===== src/rtl/program_counter_if.sv =====
// Fetch-side bus of the program-counter stage: jump/stall/memory-ready inputs and
// the fetch request, fetch result and flush outputs.
interface program_counter_if #(
  parameter int unsigned ADDR_WIDTH = 16
);
  logic                  jump_valid;
  logic [ADDR_WIDTH-1:0] jump_address;
  logic                  stall;
  logic                  imem_ready;
  logic [ADDR_WIDTH-1:0] current_address;
  logic                  imem_req;
  logic                  fetch_valid;
  logic [ADDR_WIDTH-1:0] fetch_addr;
  logic                  flush;

  modport master (
    input  jump_valid,
    input  jump_address,
    input  stall,
    input  imem_ready,
    output current_address,
    output imem_req,
    output fetch_valid,
    output fetch_addr,
    output flush
  );

  modport slave (
    output jump_valid,
    output jump_address,
    output stall,
    output imem_ready,
    input  current_address,
    input  imem_req,
    input  fetch_valid,
    input  fetch_addr,
    input  flush
  );
endinterface


===== src/rtl/program_counter.sv =====
// Program-counter stage: owns the halfword-aligned fetch address and sequences
// sequential fetch, stalls, jump redirects and the wrong-path flush pulse.
module program_counter #(
  parameter int unsigned          ADDR_WIDTH = 16,
  parameter logic [ADDR_WIDTH-1:0] RESET_ADDR = '0
) (
  input logic               clock,
  input logic               reset_n,
  program_counter_if.master bus
);

  typedef enum logic [1:0] {
    IDLE,
    FETCH,
    HOLD,
    REDIRECT
  } state_e;

  // Bit 0 is masked so a misconfigured RESET_ADDR still yields an aligned PC.
  localparam logic [ADDR_WIDTH-1:0] RESET_PC = {RESET_ADDR[ADDR_WIDTH-1:1], 1'b0};

  state_e                state_q, state_d;
  logic [ADDR_WIDTH-1:0] pc_q, pc_d;
  logic [ADDR_WIDTH-1:0] fetch_addr_q, fetch_addr_d;
  logic                  fetch_valid_q, fetch_valid_d;

  always_ff @(posedge clock) begin
    if (!reset_n) begin
      state_q       <= IDLE;
      pc_q          <= RESET_PC;
      fetch_valid_q <= 1'b0;
      fetch_addr_q  <= '0;
    end else begin
      state_q       <= state_d;
      pc_q          <= pc_d;
      fetch_valid_q <= fetch_valid_d;
      fetch_addr_q  <= fetch_addr_d;
    end
  end

  // Jump outranks stall, which outranks a memory completion, which outranks increment.
  always_comb begin
    state_d       = state_q;
    pc_d          = pc_q;
    fetch_valid_d = 1'b0;
    fetch_addr_d  = fetch_addr_q;

    if (bus.jump_valid) begin
      pc_d    = {bus.jump_address[ADDR_WIDTH-1:1], 1'b0};
      state_d = REDIRECT;
    end else begin
      unique case (state_q)
        IDLE, HOLD, REDIRECT: begin
          state_d = bus.stall ? HOLD : FETCH;
        end
        FETCH: begin
          if (bus.stall) begin
            state_d = HOLD;
          end else if (bus.imem_ready) begin
            fetch_valid_d = 1'b1;
            fetch_addr_d  = pc_q;
            pc_d          = pc_q + ADDR_WIDTH'(2);
          end
        end
        default: state_d = IDLE;
      endcase
    end
  end

  assign bus.current_address = pc_q;
  assign bus.imem_req        = (state_q == FETCH);
  assign bus.flush           = (state_q == REDIRECT);
  assign bus.fetch_valid     = fetch_valid_q;
  assign bus.fetch_addr      = fetch_addr_q;

endmodule


===== src/flat_wrapper.sv =====
// flat-port wrapper written by rule: the top's interface ports become plain ports
module program_counter_flat 
#(
  parameter int unsigned          ADDR_WIDTH = 16,
  parameter logic [ADDR_WIDTH-1:0] RESET_ADDR = '0
)
  (clock, reset_n, bus_jump_valid, bus_jump_address, bus_stall, bus_imem_ready, bus_current_address, bus_imem_req, bus_fetch_valid, bus_fetch_addr, bus_flush);
  program_counter_if #(.ADDR_WIDTH(ADDR_WIDTH)) bus_i ();
  input logic clock;
  input logic reset_n;
  input wire logic [$bits(bus_i.jump_valid)-1:0] bus_jump_valid;
  input wire logic [$bits(bus_i.jump_address)-1:0] bus_jump_address;
  input wire logic [$bits(bus_i.stall)-1:0] bus_stall;
  input wire logic [$bits(bus_i.imem_ready)-1:0] bus_imem_ready;
  output wire logic [$bits(bus_i.current_address)-1:0] bus_current_address;
  output wire logic [$bits(bus_i.imem_req)-1:0] bus_imem_req;
  output wire logic [$bits(bus_i.fetch_valid)-1:0] bus_fetch_valid;
  output wire logic [$bits(bus_i.fetch_addr)-1:0] bus_fetch_addr;
  output wire logic [$bits(bus_i.flush)-1:0] bus_flush;
  assign bus_i.jump_valid = bus_jump_valid;
  assign bus_i.jump_address = bus_jump_address;
  assign bus_i.stall = bus_stall;
  assign bus_i.imem_ready = bus_imem_ready;
  assign bus_current_address = bus_i.current_address;
  assign bus_imem_req = bus_i.imem_req;
  assign bus_fetch_valid = bus_i.fetch_valid;
  assign bus_fetch_addr = bus_i.fetch_addr;
  assign bus_flush = bus_i.flush;
  program_counter #(.ADDR_WIDTH(ADDR_WIDTH), .RESET_ADDR(RESET_ADDR)) u_core (.clock(clock), .reset_n(reset_n), .bus(bus_i));
endmodule

===== config.mk =====
export PLATFORM = sky130hd
export DESIGN_NAME = program_counter_flat
export DESIGN_NICKNAME = d
export VERILOG_FILES = /design/src/rtl/program_counter_if.sv /design/src/rtl/program_counter.sv /design/src/flat_wrapper.sv
export SDC_FILE = /design/constraint.sdc
export NUM_CORES = 1
export LEC_CHECK = 0
export ABC_AREA = 1
export BUFFER_PORTS_ARGS = -buffer_cell sky130_fd_sc_hd__clkbuf_2
export CORE_AREA = 2 2 58 60
export DETAILED_ROUTE_END_ITERATION = 8
export DIE_AREA = 0 0 60 62
export GPL_TIMING_DRIVEN = 0
export PLACE_DENSITY = 0.86
export SYNTH_ARGS = -nofsm -noshare
export SYNTH_HDL_FRONTEND = slang
export SYNTH_SLANG_ARGS = --single-unit

===== constraint.sdc =====
create_clock -name clock -period 3.15 [get_ports clock]
set_clock_uncertainty 0.15 [all_clocks]
set_input_delay 0.1575 -clock clock [delete_from_list [all_inputs] [get_ports clock]]
set_output_delay 0.1575 -clock clock [all_outputs]
set_load 0.01 [all_outputs]

Word-level counts from Yosys, hierarchy flattened
Index checks and enable logic that the tools add are counted.

Bitwise logic cells: 4. Muxes and demuxes: 9. Eq/ne operators: 5. Reductions and logical operators: 9. Add/sub/neg operators: 1.

Operators with widths (number): $mux 16 (4); $add 16x2->16 const B (1); $mux 2 (3); $reduce_and 3->1 (2); $eq 2x2->1 const B (2); $not 1->1 (4); $pmux 2 s2 (1); $reduce_and 4->1 (1); $reduce_bool 2->1 (2); $reduce_or 4->1 (1); $ne 3x3->1 const B (1); $reduce_or 3->1 (1); $eq 2x1->1 const B (1); $logic_not 2->1 (1); $ne 2x2->1 const B (1); $reduce_or 2->1 (1); $mux 1 (1).

Input bits: 21. Register bits after elaboration: 35. Word-level logic and storage cells: 33.

Longest topological paths before layout
Depth after elaboration: 5. Depth in mapped cells: 9.

Worst setup path before layout
No wires, ideal clock.

Kind: flip-flop to flip-flop. Start point: reg u_core.pc_q[1] (netlist: u_core.bus.current_address[1]). End point: reg u_core.pc_q[15] (netlist: u_core.bus.current_address[15]). Period minus slack after synthesis: 1.517 ns. Data required time: 2.880 ns. Library setup time: 0.120 ns. Arrival time: 1.247 ns. Buffers on the path: 0. Slack: 1.633 ns. Cell stages (with the launch flop): 9. Cells stage by stage: dfxtp_1 -> ha_1 -> nand3_1 -> nor2_1 -> nand3_1 -> nand2_1 -> nand3_1 -> nand2_1 -> a21oi_1.

Word-level cells in the longest chain between the ends: 5.

Ends and longest elaborated chain: start: declaration (RTL line program_counter.sv:23) `logic [ADDR_WIDTH-1:0] pc_q, pc_d;`; start signal: assignment (RTL line program_counter.sv:35) `pc_q <= pc_d;`; $add 16x2->16 (RTL line program_counter.sv:62) `pc_d = pc_q + ADDR_WIDTH'(2);`; $mux 16 (RTL line program_counter.sv:59) `end else if (bus.imem_ready) begin`; $mux 16 (RTL line program_counter.sv:57) `if (bus.stall) begin`; $mux 16 (RTL line program_counter.sv:52) `unique case (state_q)`; $mux 16 (RTL line program_counter.sv:48) `if (bus.jump_valid) begin`.

Every way passes these cells. The select of a mux whose other input is x is not followed. A chain may end at the register's enable or synchronous reset.

Worst setup path after layout
Start point: in bus_stall. End point: reg u_core.pc_q[2] (netlist: u_core.bus.current_address[2]).

Word-level cells in the longest chain between the ends: 2.

Ends and longest elaborated chain: start: declaration (RTL line flat_wrapper.sv:13) `input wire logic [$bits(bus_i.stall)-1:0] bus_stall;`; $ne 2x2->1 (no line); $reduce_and 3->1 (no line).

Every way passes these cells.

==> impl_metrics.py <==
metrics = {
    "sta": {
        "timing_max_transition_violations_final": 0,
        "timing.final.crit_period_ps": 1790,
        "final_hold_violating_endpoints": 0,
        "worst_slack_ps": 1360,
        "max_freq_ghz": 0.558,
        "rsz0062_at_grt": "false",
        "post-route-period-util": 0.569,
        "setup_total_negative_slack_ps": 0,
        "finalSetupViolations": 0,
    },
    "yosys": {
        "synth_fa_ha_area_frac": 0.00789,
        "ys_ff_latch": 33,
        "synth-warning-count": 0,
        "synth-xor-area-share": 0.0276,
        "syn-cell-area_sq_mm": 0.00159,
        "synth_largest_area_cell": "sky130_fd_sc_hd__dfxtp_1",
        "synth_compound_gate_area_share": 0.188,
        "synth_seq_area_share": 0.416,
        "share_of_flip_flops_with_an_asynchronous_set_or_reset_after_synthesis": 0,
        "most_used_flip_flop_cell_after_synthesis": "sky130_fd_sc_hd__dfxtp_1",
        "postSynthCellCount": 218,
        "dominant_combinational_cell_family_by_area_after_synthesis": "simple AND/OR/NAND/NOR gates",
        "post_synth.cell_area_avg_sq_um": 7.28,
        "synth-edff-count": 0,
        "synth_area_leaders": "sky130_fd_sc_hd__dfxtp_1 42%, sky130_fd_sc_hd__nand2_1 11%, sky130_fd_sc_hd__o21ai_0 8.8%",
        "synth_largest_type_area_fraction": 0.416,
        "yosysMostFrequentCell": "sky130_fd_sc_hd__nand2_1",
        "synth.top_cells.by_count": "45 x sky130_fd_sc_hd__nand2_1, 33 x sky130_fd_sc_hd__dfxtp_1, 28 x sky130_fd_sc_hd__o21ai_0",
        "yosys.cell_types.count": 30,
        "mux_cell_area_share_after_synthesis": 0,
        "synth_simple_gate_area_share": 0.262,
    },
    "floorplan": {
        "start_util": 0.499,
        "top_ports": 56,
        "floorplan.die.height_microns": 62,
        "design.core.area_sq_mm": 0.00318,
        "rows": 21,
        "die_width_microns": 60,
        "fp.dieArea_sq_mm": 0.00372,
    },
    "layout": {
        "post_layout_nonfiller_instances": 340,
        "layout.nets": 315,
        "final.fill_count": 288,
        "multiInputGateArea_sq_um": 778,
        "finalInstanceArea_sq_mm": 0.00213,
        "antenna-diode-count": 0,
        "final_layout_size_suffix_gt1_frac": 0.259,
        "area_growth_pct": 34.5,
        "register_area_sq_um": 661,
    },
    "clock_tree": {
        "htree_num_levels": 2,
        "insertion_delay_ps": 350,
        "tritoncts": "done",
        "ctsLongestPathBuffers": 2,
        "cts_inserted_buffers": 5,
        "clk_transition_reported_paths_ps": 110,
        "cts_root_buffer": "sky130_fd_sc_hd__clkbuf_4",
        "cts.sinks": 33,
    },
    "critical_path": {
        "worst_case_register_to_register_setup_slack_ps": 1370,
        "critical_path.startpoint_type": "primary input",
        "worst-endpoint-required_ps": 3300,
        "cp.arrival_ps": 1940,
        "timing.critical_path.to_type": "flop",
        "worst-setup-path-type": "in2reg",
        "worstPathMaxFanout": 10,
    },
    "power": {
        "intPower_uw": 622,
        "power.share.switching": 0.278,
        "p_sw_uw": 239,
        "power.leakage_nw": 1.02,
        "share_seq_of_total_power": 0.526,
        "clockPowerShare": 0.325,
        "power_density_mw_per_mm2": 404,
        "ir_drop_mv": 0.235,
        "power.share.combinational": 0.149,
    },
    "placed_design": {
        "detailedPlacementHpwl_mm": 3.01,
        "buffer_ports.inserted": 51,
        "gp_congestion": 0.883,
        "worst_setup_slack_before_clock_tree_synthesis_ps": 1530,
        "place_area_sq_mm": 0.00190,
        "dp.cells": 316,
    },
    "hold_path": {
        "worst_hold_path_type": "in2reg",
    },
    "global_route": {
        "track_usage": 0.241,
        "via_count_of_the_first_global_routing_pass": 1535,
        "grt_max_degree": 11,
        "grt-ovfl-total": 0,
        "grt_antenna_before_repair": 0,
        "wire_length_of_the_first_global_routing_pass_mm": 6.61,
    },
    "routing": {
        "routed_wire_length_per_instance_microns": 12.3,
        "final_wl_mm": 4.19,
        "detail_route.vias_per_cell": 5.02,
        "first_pass_iters": 4,
        "post-route-drc-count": 0,
        "dr_total_vias": 1707,
        "drt_iter0_markers": 96,
        "antenna_left": 0,
    },
    "outcome": {
        "status": "finished clean",
    },
    "flow_run": {
        "max_cap_viol_count": 0,
    },
}
[metal layers]
| metal | wire [microns] | share of wire | GRT usage |
|---|---|---|---|
| met2 | 1980 | 0.47 | 0.407 |
| met1 | 1900 | 0.45 | 0.306 |
| met3 | 262 | 0.063 | 0.0373 |
| met4 | 50 | 0.012 | 0.105 |
| met5 | 0 | 0 | 0 |
[worst max-delay path, stage by stage]
cell,delay [ps]
sky130_fd_sc_hd__dlygate4sd3_1,530
sky130_fd_sc_hd__clkbuf_2,130
sky130_fd_sc_hd__nand3b_4,210
sky130_fd_sc_hd__nand2_4,140
sky130_fd_sc_hd__o21ai_0,90
sky130_fd_sc_hd__a31oi_1,130
sky130_fd_sc_hd__dlygate4sd3_1,550
[path summary, 6_finish.rpt]
check,from,endpoint,cells after the start
worst max-delay path,bus_stall,u_core.bus.current_address[2],7
worst min register to register,u_core.bus.fetch_addr[1],u_core.bus.fetch_addr[1],1
worst min-delay path,bus_jump_address[6],u_core.bus.current_address[6],5
worst max register to register,u_core.state_q[0],u_core.bus.current_address[2],7
[cell type report]
class / count / area share
multi-input combinational: 153 / 0.365
sequential: 33 / 0.310
timing repair buffer: 67 / 0.195
inverter: 24 / 0.0422
clock buffer: 7 / 0.0305
buffer: 9 / 0.0287
tap: 46 / 0.0270
clock inverter: 1 / 0.00235
[power by group through the flow]
stage	clock network (mW)	logic [mW]	registers (mW)
finish	0.280	0.128	0.453
CTS	0.278	0.128	0.453
detailed placement	0	0.112	0.463
floorplan	0	0.0599	0.467
global placement	0	0.110	0.462
global route	0.297	0.144	0.456
[state kept, by name, indices dropped and copies added, names as in the netlist]
| name | flops |
|---|---|
| u_core.bus.current_address | 15 |
| u_core.bus.fetch_addr | 15 |
| u_core.bus.fetch_valid | 1 |
| u_core.state_q | 2 |
[cell usage in the layout (no fill, tap or decap)]
master,netlist,routed
sky130_fd_sc_hd__clkinv_1,1,1
sky130_fd_sc_hd__clkbuf_4,0,5
sky130_fd_sc_hd__nand3_2,1,1
sky130_fd_sc_hd__dfxtp_1,33,33
sky130_fd_sc_hd__conb_1,1,2
sky130_fd_sc_hd__nand3_1,11,11
sky130_fd_sc_hd__nor2_2,1,1
sky130_fd_sc_hd__xnor2_1,1,1
sky130_fd_sc_hd__buf_4,2,2
sky130_fd_sc_hd__nand2_1,45,45
sky130_fd_sc_hd__o21ai_0,28,28
sky130_fd_sc_hd__o21ai_1,3,3
sky130_fd_sc_hd__clkinv_2,0,1
sky130_fd_sc_hd__dlygate4sd3_1,0,16
sky130_fd_sc_hd__clkbuf_8,0,2
sky130_fd_sc_hd__a31oi_1,3,3
sky130_fd_sc_hd__ha_1,1,1
sky130_fd_sc_hd__xor2_1,4,4
sky130_fd_sc_hd__nand2_4,1,1
sky130_fd_sc_hd__clkbuf_2,0,51
sky130_fd_sc_hd__nand2_2,1,1
sky130_fd_sc_hd__inv_1,21,21
sky130_fd_sc_hd__nor2_8,1,1
sky130_fd_sc_hd__nor2_4,1,1
sky130_fd_sc_hd__a21oi_1,20,20
sky130_fd_sc_hd__clkbuf_1,1,1
sky130_fd_sc_hd__nand3b_4,1,1
sky130_fd_sc_hd__nand4_1,3,3
sky130_fd_sc_hd__nor2_1,18,18
sky130_fd_sc_hd__o211a_1,1,1
sky130_fd_sc_hd__buf_2,4,4
sky130_fd_sc_hd__a22oi_1,2,2
sky130_fd_sc_hd__inv_2,2,2
sky130_fd_sc_hd__buf_6,2,2
sky130_fd_sc_hd__nor3_1,4,4
[stage by stage]
stage	total power [mW]	hold slack (ps)	utilization
floorplan	0.527	103	-
global placement	0.572	241	0.599
detailed placement	0.574	244	0.599
CTS	0.859	15.4	0.671
global route	0.898	78.3	0.671
finish	0.861	14.8	0.671
[cells by family after synthesis]
family	count (synthesis)
and+or+nand+nor	88
AOI/OAI and AO/OA	57
buffers and inverters	33
DFF	33
xor gates and xnor gates	5
adders and majority gates	1
other	1
[what timing repair did]
action / in CTS / in global routing
resized for setup: 0 / 0
hold buffers: 16 / 0
buffers inserted: 0 / 0
endpoints found under the hold margin: 16 / 0
Power figures use the tool's default switching activity.
